<file path="config.mk">
export PLATFORM = sky130hd
export DESIGN_NAME = oled_ctrl_seq
export DESIGN_NICKNAME = d
export VERILOG_FILES = /design/src/rtl/oled_ctrl_seq.sv
export SDC_FILE = /design/constraint.sdc
export NUM_CORES = 1
export LEC_CHECK = 0
export ABC_AREA = 0
export BUFFER_PORTS_ARGS = -buffer_cell sky130_fd_sc_hd__buf_4
export CORE_MARGIN = 1.5
export CORE_UTILIZATION = 60
export CTS_CLUSTER_DIAMETER = 60
export DETAILED_ROUTE_END_ITERATION = 10
export MAX_ROUTING_LAYER = met4
export PLACE_DENSITY = 0.77
export SLEW_MARGIN = 20
export SYNTH_ARGS = -nofsm -noshare
export SYNTH_HDL_FRONTEND = slang
export SYNTH_SLANG_ARGS = --single-unit
</file>
<file path="constraint.sdc">
create_clock -name clk_50 -period 2.87 [get_ports clk_50]
set_input_delay 0.574 -clock clk_50 [delete_from_list [all_inputs] [get_ports clk_50]]
set_output_delay 0.574 -clock clk_50 [all_outputs]
set_load 0.005 [all_outputs]
</file>
<file path="src/rtl/oled_ctrl_seq.sv">
// SSD1306 4-wire SPI OLED controller: panel reset pulse, 25-byte init stream,
// then a single command/data byte-write port onto a mode-0 SPI byte engine.
module oled_ctrl_seq #(
  parameter int SCLK_DIV        = 5,
  parameter int RES_LOW_CYCLES  = 50_000,
  parameter int RES_WAIT_CYCLES = 50_000
) (
  input  logic       clk_50,
  input  logic       rst_n,
  input  logic       reinit,
  input  logic       wr_valid,
  input  logic       wr_dc,
  input  logic [7:0] wr_data,
  output logic       wr_ready,
  output logic       init_done,
  output logic       oled_res_n,
  output logic       oled_cs_n,
  output logic       oled_dc,
  output logic       oled_sclk,
  output logic       oled_mosi,
  output logic [2:0] fsm_state
);

  localparam int MAX_WAIT = (RES_LOW_CYCLES > RES_WAIT_CYCLES) ? RES_LOW_CYCLES : RES_WAIT_CYCLES;
  localparam int CNT_W    = $clog2(MAX_WAIT + 1);
  localparam int HALF_W   = $clog2(SCLK_DIV);

  localparam logic [CNT_W-1:0]  RES_LOW_LAST  = CNT_W'(RES_LOW_CYCLES - 1);
  localparam logic [CNT_W-1:0]  RES_WAIT_LAST = CNT_W'(RES_WAIT_CYCLES - 1);
  localparam logic [HALF_W-1:0] HALF_LAST     = HALF_W'(SCLK_DIV - 1);
  localparam logic [4:0]        ROM_LAST      = 5'd24;

  typedef enum logic [2:0] {
    RES_LOW   = 3'd0,
    RES_WAIT  = 3'd1,
    INIT_CMD  = 3'd2,
    INIT_WAIT = 3'd3,
    READY     = 3'd4
  } state_t;

  function automatic logic [7:0] init_rom(input logic [4:0] idx);
    case (idx)
      5'd0:    init_rom = 8'hAE;
      5'd1:    init_rom = 8'hD5;
      5'd2:    init_rom = 8'h80;
      5'd3:    init_rom = 8'hA8;
      5'd4:    init_rom = 8'h3F;
      5'd5:    init_rom = 8'hD3;
      5'd6:    init_rom = 8'h00;
      5'd7:    init_rom = 8'h40;
      5'd8:    init_rom = 8'h8D;
      5'd9:    init_rom = 8'h14;
      5'd10:   init_rom = 8'h20;
      5'd11:   init_rom = 8'h00;
      5'd12:   init_rom = 8'hA1;
      5'd13:   init_rom = 8'hC8;
      5'd14:   init_rom = 8'hDA;
      5'd15:   init_rom = 8'h12;
      5'd16:   init_rom = 8'h81;
      5'd17:   init_rom = 8'hCF;
      5'd18:   init_rom = 8'hD9;
      5'd19:   init_rom = 8'hF1;
      5'd20:   init_rom = 8'hDB;
      5'd21:   init_rom = 8'h40;
      5'd22:   init_rom = 8'hA4;
      5'd23:   init_rom = 8'hA6;
      default: init_rom = 8'hAF;
    endcase
  endfunction

  state_t           state, state_n;
  logic [CNT_W-1:0] cnt, cnt_n;
  logic [4:0]       idx, idx_n;
  logic             reinit_pend, reinit_pend_n;

  logic             load;
  logic [7:0]       load_byte;
  logic             load_dc;

  logic             busy;
  logic [HALF_W-1:0] half_cnt;
  logic [4:0]       edge_cnt;
  logic [6:0]       shreg;

  assign fsm_state = state;
  assign wr_ready  = (state == READY) && !busy && !reinit && !reinit_pend;

  always_ff @(posedge clk_50 or negedge rst_n) begin
    if (!rst_n) begin
      state       <= RES_LOW;
      cnt         <= '0;
      idx         <= '0;
      reinit_pend <= 1'b0;
      oled_res_n  <= 1'b0;
      init_done   <= 1'b0;
    end else begin
      state       <= state_n;
      cnt         <= cnt_n;
      idx         <= idx_n;
      reinit_pend <= reinit_pend_n;
      oled_res_n  <= (state_n != RES_LOW);
      init_done   <= (state_n == READY);
    end
  end

  // Each init byte is launched on the edge that leaves the waiting state, so
  // init bytes follow the same 17*SCLK_DIV+1 cadence as back-to-back writes;
  // INIT_CMD is the single cycle right after a launch.
  always_comb begin
    state_n       = state;
    cnt_n         = cnt;
    idx_n         = idx;
    reinit_pend_n = reinit_pend;
    load          = 1'b0;
    load_byte     = wr_data;
    load_dc       = wr_dc;
    case (state)
      RES_LOW: begin
        reinit_pend_n = 1'b0;
        if (cnt == RES_LOW_LAST) begin
          cnt_n   = '0;
          state_n = RES_WAIT;
        end else begin
          cnt_n = cnt + 1'b1;
        end
      end
      RES_WAIT: begin
        if (cnt == RES_WAIT_LAST) begin
          cnt_n     = '0;
          idx_n     = '0;
          load      = 1'b1;
          load_byte = init_rom(5'd0);
          load_dc   = 1'b0;
          state_n   = INIT_CMD;
        end else begin
          cnt_n = cnt + 1'b1;
        end
      end
      INIT_CMD: begin
        state_n = INIT_WAIT;
      end
      INIT_WAIT: begin
        if (!busy) begin
          if (idx == ROM_LAST) begin
            state_n = READY;
          end else begin
            idx_n     = idx + 5'd1;
            load      = 1'b1;
            load_byte = init_rom(idx + 5'd1);
            load_dc   = 1'b0;
            state_n   = INIT_CMD;
          end
        end
      end
      READY: begin
        if (busy) begin
          if (reinit) reinit_pend_n = 1'b1;
        end else if (reinit || reinit_pend) begin
          reinit_pend_n = 1'b0;
          cnt_n         = '0;
          state_n       = RES_LOW;
        end else if (wr_valid) begin
          load = 1'b1;
        end
      end
      default: begin
        state_n = RES_LOW;
        cnt_n   = '0;
      end
    endcase
  end

  // SPI byte engine: edge_cnt counts SCLK half-periods; odd counts are SCLK
  // high, even counts shift MOSI, 16 closes CS and 17 ends the slot.
  always_ff @(posedge clk_50 or negedge rst_n) begin
    if (!rst_n) begin
      busy      <= 1'b0;
      half_cnt  <= '0;
      edge_cnt  <= '0;
      shreg     <= '0;
      oled_cs_n <= 1'b1;
      oled_dc   <= 1'b0;
      oled_sclk <= 1'b0;
      oled_mosi <= 1'b0;
    end else if (load) begin
      busy      <= 1'b1;
      half_cnt  <= '0;
      edge_cnt  <= '0;
      shreg     <= load_byte[6:0];
      oled_cs_n <= 1'b0;
      oled_dc   <= load_dc;
      oled_sclk <= 1'b0;
      oled_mosi <= load_byte[7];
    end else if (busy) begin
      if (half_cnt == HALF_LAST) begin
        half_cnt <= '0;
        edge_cnt <= edge_cnt + 5'd1;
        if (edge_cnt == 5'd16) begin
          busy <= 1'b0;
        end else if (edge_cnt == 5'd15) begin
          oled_sclk <= 1'b0;
          oled_cs_n <= 1'b1;
        end else if (!edge_cnt[0]) begin
          oled_sclk <= 1'b1;
        end else begin
          oled_sclk <= 1'b0;
          oled_mosi <= shreg[6];
          shreg     <= {shreg[5:0], 1'b0};
        end
      end else begin
        half_cnt <= half_cnt + 1'b1;
      end
    end
  end

endmodule
</file>
==> results_dict.tcl, run 1 <==
set metrics [dict create \
    grt_first_pass_wirelength_mm 11.8 \
    synthCells 346 \
    vias 2694 \
    stdcell_area_sq_um 3400 \
    yosys-top-cells-count "46 x dfrtp_1, 38 x nor2_1, 32 x nand2_1" \
    viasPerCell 6.16 \
    cts_max_level 2 \
    cp_max_fo 12 \
    grt_start_max_net_pins 48 \
    synth_top_area_share_pct 37.9 \
    hold_viol 0 \
    hold_buffers 0 \
    netlist_area_sq_um 3040 \
    cts_tree "yes" \
    diodes 0 \
    worstSetupPathType "flop to flop" \
    core_area_sq_um 4820 \
    synth.distinct_cells 64 \
    clk_pin_slew_ns 0.10 \
    max-cap-violations 0 \
    nets 392 \
    max_freq_mhz 383 \
    dr.pass1.iters 5 \
    synth_edf_count 0 \
    synth_mux_area_share_pct 2.35 \
    ios 23 \
    clock_path_buffers 2 \
    grt-ovfl-total 0 \
    cellLeakagePower_nw 1.55 \
    ys_seq_area_share_pct 38.7 \
    setup_viol 0 \
    yosysMostFrequentCell "dfrtp_1" \
    die_h_microns 74.2 \
    rsz0062_at_grt "no" \
    pwr_density_cell_nw_per_um2 327 \
    synth_top_family_by_area "simple AND/OR/NAND/NOR gates" \
    seq_area_sq_um 1180 \
    syn_to_final_growth_pct 11.9 \
    placed_cells 429 \
    placementRows 25 \
    cts_buffers 5 \
    drt_iter0_drc 225 \
    fin_worst_skew_ns 0.00990 \
    required_ns 3.03 \
    yosysTopAreaCell "dfrtp_1" \
    cts_setup_buffers 0 \
    grt_antenna_before_repair 0 \
    gp_congestion 0.922 \
    fillerInstances 416 \
    endpoint_kind "flop" \
    wl_per_cell_microns 16.3 \
    finalCritPeriodShare_pct 91.0 \
    synth_fa_ha_area_share_pct 4.44 \
    syn-num-nets 369 \
    initial_core_util_pct 63.1 \
    ys_async_sr_fraction_pct 100 \
    worst_pin_slew_ns 0.765 \
    synth_seq_cells 47 \
    slew_violations 0 \
    drc_errors 0 \
    hold_ws_ns 0.271 \
    synth_area_leaders "dfrtp_1 38%, nor2_1 4.7%, ha_1 4.1%, xor2_1 4.0%, nand2_1 4.0%" \
    yosys_warnings 0 \
    synth_xor_area_share_pct 6.34 \
    fin_crit_ns 2.61 \
    tns_ns 0 \
    place_area_sq_um 3310 \
    antenna_left 0 \
    cp-start-kind "flop" \
    grt_pass1_vias 2522 \
    wl_mm 7.10 \
    status "finished clean" \
    die_area_sq_um 5500 \
    final_layout_size_suffix_gt1_share_pct 14.9 \
    cts.sinks 47 \
    peakVddDrop_mv 0.260 \
    syn_area_per_cell_sq_um 8.79 \
    io_buffers 22 \
    root_buffer "clkbuf_8" \
    arrival_ns 2.77 \
    clock_latency_ns 0.30 \
    grtUsageTotal_pct 28.7 \
    synth-compound-area-share_pct 20.9 \
    die_x_microns 74.2 \
    multi_input_area_sq_um 1720 \
    cts_resized 0 \
    hold_class "primary input to async pin" \
    synthFlopType "dfrtp_1" \
    slew_headroom_pct 48.7 \
    final-instance-count-excl-fill 437 \
    hpwl_mm 5.07 \
    synthSimpleGateAreaFrac_pct 22.4 \
]
==> kinds of logic after synthesis <==
logic type / Yosys count
AO/OA/AOI/OAI: 91
XOR/XNOR: 22
adder cells (fa/ha/maj): 11
buffers and inverters: 36
flip-flops: 47
multiplexers: 7
AND/OR/NAND/NOR: 132
==> area by class of cell <==
class / instances / share of cell area [%]
Multi-Input combinational cell: 263 / 50.4
Sequential cell: 47 / 34.6
Timing Repair Buffer: 36 / 7.94
Tap cell: 67 / 2.46
Clock buffer: 5 / 2.02
Inverter: 16 / 1.76
Clock inverter: 3 / 0.809
==> through the flow <==
stage                     setup WS, ns  total power, W  util (%)
final                            0.259         0.00111      70.6
after global routing             0.186         0.00114      70.6
after CTS                        0.280         0.00112      70.6
after detailed placement         0.348        0.000702      68.6
after global placement           0.374        0.000702      68.6
after floorplan                  0.592        0.000676         -
==> state kept, by name, summed over array words and instances, names as in the netlist <==
signal and count:
cnt 16, shreg 7, edge_cnt 5, idx 5, fsm_state 3, half_cnt 3
busy 1, init_done 1, oled_cs_n 1, oled_dc 1, oled_mosi 1, oled_res_n 1
oled_sclk 1, reinit_pend 1
==> cells in the final DEF, fill, tap and decap left out, drive strengths merged, types with 10 or more instances in the layout <==
cell	count
nand3	13
buf	36
nand2	32
dfrtp	46
a21oi	21
inv	18
o21ai	18
ha	10
xor2	14
nor2	38
==> power breakdown <==
group	internal, W	total [W]	switching, W
logic	0.0000104	0.0000265	0.0000160
clock network	0.000181	0.000425	0.000244
registers	0.000662	0.000662	0.0000000000000000000644
total	0.000853	0.00111	0.000260
==> worst paths after layout <==
path,start,to,slack [ns],cells after the start
setup reg to reg,idx[1],shreg[1],0.26,6
hold reg to reg,shreg[6],shreg[6],0.50,1
min in group clk_50,shreg[6],shreg[6],0.50,1
hold / removal,rst_n,cnt[13],0.27,1
setup / recovery,idx[1],shreg[1],0.26,6
max in group asynchronous,rst_n,edge_cnt[2],2.18,1
==> critical path, stage by stage (launching register included) <==
cell and delay (ns):
dfrtp_1 0.55, ha_1 0.51, xor2_1 0.31, nand2_1 0.15, o211a_1 0.15, a2111oi_0 0.61, o32ai_1 0.18
==> metal layers <==
metal  part of all wire [%]  routed length [microns]  track usage, %
met4                    1.3                       93            6.79
met1                     46                     3290            38.7
met3                    4.4                      316            4.47
met5                      0                        0               -
met2                     48                     3410            45.7
No activity file was read; power rests on OpenSTA's default activity.
==> inputs of run 2 (changes only) <==
--- a/config.mk
+++ b/config.mk
@@ -7,7 +7,7 @@
 export LEC_CHECK = 0
 export ABC_AREA = 0
 export BUFFER_PORTS_ARGS = -buffer_cell sky130_fd_sc_hd__buf_4
-export CORE_MARGIN = 1.5
+export CORE_MARGIN = 2
 export CORE_UTILIZATION = 60
 export CTS_CLUSTER_DIAMETER = 60
 export DETAILED_ROUTE_END_ITERATION = 10
==> run 2 against run 1 <==
Hold slack lost 0.00072 ns. Non-clock buffer count is the same. Sequential cell count is the same. Critical endpoint is now oled_mosi. Combinational power is essentially flat. Largest power group unchanged. Routed wire length shrank 0.31%. Clock skew shrank 0.0065 ns. Sequential power is essentially flat. Final area shrank 0.37%.
==> results_dict.tcl, run 2 (synthesized netlist as in run 1, its figures left out) <==
set metrics [dict create \
    status "finished clean" \
    wl_mm 7.08 \
    rsz0062_at_grt "no" \
    antenna_left 0 \
    initial_core_util_pct 63.1 \
    cpMaxStageDelayCell "or4b_4" \
    cp-start-kind "flop" \
    slew_violations 0 \
    core_area_sq_um 4820 \
    grt-ovfl-total 0 \
    cp_max_fo 11 \
    pwr_density_cell_nw_per_um2 318 \
    largest_reg_flops 16 \
    hold_class "primary input to async pin" \
    viasPerCell 6.18 \
    cts_resized 0 \
    met2WireLength_mm 3.43 \
    finalCritPeriodShare_pct 85.1 \
    die_x_microns 75.2 \
    route.met3.wl_microns 395 \
    setup_viol 0 \
    cellLeakagePower_nw 1.54 \
    layout_commonest_cell "dfrtp_1" \
    fin_crit_ns 2.44 \
    syn_to_final_growth_pct 11.5 \
    cts_buffers 5 \
    ios 23 \
    arrival_ns 2.63 \
    fin_ws_ns 0.428 \
    r2r_end "oled_mosi" \
    drc_errors 0 \
    reg.largest.list "cnt x16, shreg x7" \
    hold_viol 0 \
    cts_max_level 2 \
    cp_cell_sequence "or4b_4 > or4_4 > o211ai_2 > or2_2 > mux2_2" \
    vias 2699 \
    cpLargestDelayFamily "simple AND/OR/NAND/NOR gates" \
    wl_per_cell_microns 16.2 \
    nets 392 \
    dpl_worst_slack_ns 0.335 \
    placed_cells 429 \
    final_layout_size_suffix_gt1_share_pct 14.3 \
    wl_met1_mm 3.10 \
    reg2regPathDepth 5 \
    die_h_microns 75.2 \
    cts_tree "yes" \
    io_buffers 22 \
    regMostFlops "cnt" \
    tns_ns 0 \
    diodes 0 \
    grtUsageTotal_pct 28.1 \
    endpoint_kind "flop" \
    required_ns 3.06 \
    grt_start_max_net_pins 48 \
    hpwl_mm 5.17 \
    clock_latency_ns 0.30 \
    clk_pin_slew_ns 0.08 \
    root_buffer "clkbuf_8" \
    cts.sinks 47 \
    max-cap-violations 0 \
    top_layer "met4" \
    worstSetupPathType "flop to flop" \
    fin_worst_skew_ns 0.00341 \
    hold_buffers 0 \
    dr.pass1.iters 4 \
    slew_headroom_pct 51.4 \
    clock_path_buffers 2 \
    grt_pass1_vias 2503 \
    r2r_start "busy" \
    slowest_delay_ns 0.59 \
    fillerInstances 396 \
    grt_first_pass_wirelength_mm 11.7 \
    critPathBufInv 0 \
    layout_common_cells "46 x dfrtp_1, 38 x nor2_1, 36 x buf_4" \
    final-instance-count-excl-fill 437 \
    worst_pin_slew_ns 0.725 \
    max_freq_mhz 409 \
    drt_iter0_drc 222 \
    die_area_sq_um 5650 \
    rrSetupSlack_ns 0.43 \
    peakVddDrop_mv 0.295 \
    cts_setup_buffers 0 \
    gp_congestion 0.964 \
    grt_antenna_before_repair 0 \
    placementRows 25 \
]
[run 2: worst max-delay path by stage]
| stage | from | end | cells after the start | slack, ns |
|---|---|---|---|---|
| after CTS | busy | oled_mosi | 5 | 0.43 |
| after detailed placement | reinit | oled_mosi | 6 | 0.34 |
| final | busy | oled_mosi | 5 | 0.43 |
| after floorplan | idx[0] | shreg[6] | 9 | 0.59 |
| after global routing | idx[0] | oled_mosi | 7 | 0.25 |
| after global placement | reinit | oled_mosi | 6 | 0.39 |
[run 2: cell type report]
type	count	area [sq um]	area share (%)
Clock buffer	7	76.3	2.25
Clock inverter	1	7.51	0.221
Inverter	16	60.1	1.77
Multi-Input combinational cell	263	1720	50.6
Sequential cell	47	1180	34.7
Tap cell	67	83.8	2.47
Timing Repair Buffer	36	270	7.97
[run 2: per-layer routing]
metal / GRT usage (%) / up-vias
li1: - / 1309
met1: 37.7 / 1280
met2: 43.5 / 91
met3: 4.82 / 19
met4: 9.36 / 0
met5: - / -
[run 2: where the power goes]
part,internal [W],switching (W),total [W]
clock,0.000173,0.000218,0.000391
sequential,0.000662,0.0000000000000000000575,0.000662
combinational,0.0000104,0.0000158,0.0000262
[run 2: metrics by stage]
| step | power [W] | instance area, sq um | util, % | hold slack [ns] |
|---|---|---|---|---|
| final | 0.00108 | 3390 | 70.4 | 0.270 |
| after global routing | 0.00112 | 3390 | 70.4 | 0.321 |
| after CTS | 0.00109 | 3390 | 70.4 | 0.294 |
| after detailed placement | 0.000702 | 3310 | 68.6 | 0.495 |
| after global placement | 0.000702 | 3310 | 68.6 | 0.488 |
| after floorplan | 0.000676 | 3040 | - | 0.278 |
==> inputs of run 3 (changes only) <==
--- a/config.mk
+++ b/config.mk
@@ -12,7 +12,7 @@
 export CTS_CLUSTER_DIAMETER = 60
 export DETAILED_ROUTE_END_ITERATION = 10
 export MAX_ROUTING_LAYER = met4
-export PLACE_DENSITY = 0.77
+export PLACE_DENSITY = 0.8
 export SLEW_MARGIN = 20
 export SYNTH_ARGS = -nofsm -noshare
 export SYNTH_HDL_FRONTEND = slang
==> run 3 against run 2 <==
Global-route usage down 2.7 points. Register-to-register slack about the same. Total power down 0.87%. Highest routed layer unchanged. First-iteration DRC count up 8.6%. Sequential cell count unchanged.
==> results_dict.tcl, run 3 (synthesized netlist as in run 1, its figures left out) <==
set metrics [dict create \
    fin_worst_skew_ns 0.00615 \
    grt_first_pass_wirelength_mm 10.7 \
    drt_iter0_drc 241 \
    antenna_left 0 \
    arrival_ns 2.63 \
    grtUsageTotal_pct 25.4 \
    clk_pin_slew_ns 0.08 \
    cp_cell_sequence "or4b_4 > or4_4 > o211ai_2 > or2_2 > mux2_2" \
    wl_mm 6.68 \
    clock_latency_ns 0.30 \
    p_sw_share_pct 21.1 \
    slew_headroom_pct 49.4 \
    largest_reg_flops 16 \
    fillerInstances 394 \
    hold_ws_ns 0.273 \
    regMostFlops "cnt" \
    layout_common_cells "46 x dfrtp_1, 38 x nor2_1, 35 x buf_4" \
    hold_viol 0 \
    reg.largest.list "cnt x16, shreg x7" \
    cp_max_fo 11 \
    cts.sinks 47 \
    status "finished clean" \
    finalPower_w 0.00107 \
    internal_power_w 0.000843 \
    hold_class "primary input to async pin" \
    placementRows 25 \
    cp-start-kind "flop" \
    die_area_sq_um 5650 \
    required_ns 3.06 \
    endpoint_kind "flop" \
    slowest_delay_ns 0.60 \
    p_sw_w 0.000226 \
    pwr_density_cell_nw_per_um2 316 \
    die_x_microns 75.2 \
    cts_resized 0 \
    drc_errors 0 \
    slew_violations 0 \
    vias 2602 \
    cts_buffers 5 \
    worst_pin_slew_ns 0.757 \
    hold_buffers 0 \
    seq_power_share_pct 61.9 \
    placed_cells 428 \
    root_buffer "clkbuf_8" \
    hpwl_mm 4.82 \
    diodes 0 \
    cpMaxStageDelayCell "or4b_4" \
    stdcell_area_sq_um 3380 \
    syn_to_final_growth_pct 11.2 \
    nets 391 \
    max_freq_mhz 410 \
    clock_path_buffers 2 \
    viasPerCell 5.97 \
    grt_pass1_vias 2296 \
    ios 23 \
    final-instance-count-excl-fill 436 \
    wl_per_cell_microns 15.3 \
    setup_viol 0 \
    dr.pass1.iters 5 \
    power_frac_clock_pct 35.7 \
    finalCritPeriodShare_pct 85.0 \
    cts_setup_buffers 0 \
    core_area_sq_um 4820 \
    peakVddDrop_mv 0.306 \
    initial_core_util_pct 63.1 \
    cts_max_level 2 \
    fin_crit_ns 2.44 \
    grt_antenna_before_repair 0 \
    power_frac_comb_pct 2.5 \
    die_h_microns 75.2 \
    grt_start_max_net_pins 48 \
    tns_ns 0 \
    grt-ovfl-total 0 \
    place_area_sq_um 3300 \
    cellLeakagePower_nw 1.54 \
    rsz0062_at_grt "no" \
    final_layout_size_suffix_gt1_share_pct 14.1 \
    gp_congestion 0.949 \
    cts_tree "yes" \
    layout_commonest_cell "dfrtp_1" \
    worstSetupPathType "flop to flop" \
    io_buffers 22 \
    max-cap-violations 0 \
]
-- run 3: critical path: cells and delay by family (launching register included) --
kind / cells / cell delay, ns
AOI/OAI and AO/OA: 1 / 0.17
muxes: 1 / 0.32
and+or+nand+nor: 3 / 1.32
DFF: 1 / 0.52
-- run 3: metrics by stage --
step,util [%],worst slack (ns)
global route,70.2,0.286
CTS,70.2,0.438
global placement,68.5,0.369
floorplan,-,0.592
finish,70.2,0.430
detailed placement,68.5,0.352
-- run 3: area by class of cell --
| cell class | count | area [sq um] | area share (%) |
|---|---|---|---|
| flip-flops and latches | 47 | 1180 | 34.8 |
| clock buffers | 7 | 76.3 | 2.26 |
| multi-input cells | 263 | 1720 | 50.7 |
| repair buffers | 35 | 263 | 7.77 |
| clock inverters | 1 | 5.00 | 0.148 |
| inverters | 16 | 60.1 | 1.78 |
| well taps | 67 | 83.8 | 2.48 |
-- run 3: per-layer routing --
layer	global-route usage (%)	up-vias	routed length, microns
met5	-	-	0
met4	5.85	0	44
met3	4.69	6	293
met2	38.4	72	3100
met1	35.8	1222	3240
li1	-	1302	-
-- run 3: power groups by stage --
stage               Clock (W)  Combinational (W)  Sequential [W]
global route         0.000420          0.0000304        0.000662
finish               0.000381          0.0000263        0.000662
detailed placement          0          0.0000271        0.000675
global placement            0          0.0000270        0.000675
floorplan                   0        0.000000541        0.000675
CTS                  0.000391          0.0000271        0.000662
-- run 3: final timing paths --
check	start	endpoint	slack, ns	cells past startpoint
min reg2reg	shreg[2]	shreg[2]	0.50	1
min	rst_n	cnt[6]	0.27	1
min in group clk_50	shreg[2]	shreg[2]	0.50	1
max reg2reg	busy	oled_mosi	0.43	5
max	busy	oled_mosi	0.43	5
max in group asynchronous	rst_n	edge_cnt[4]	2.18	1
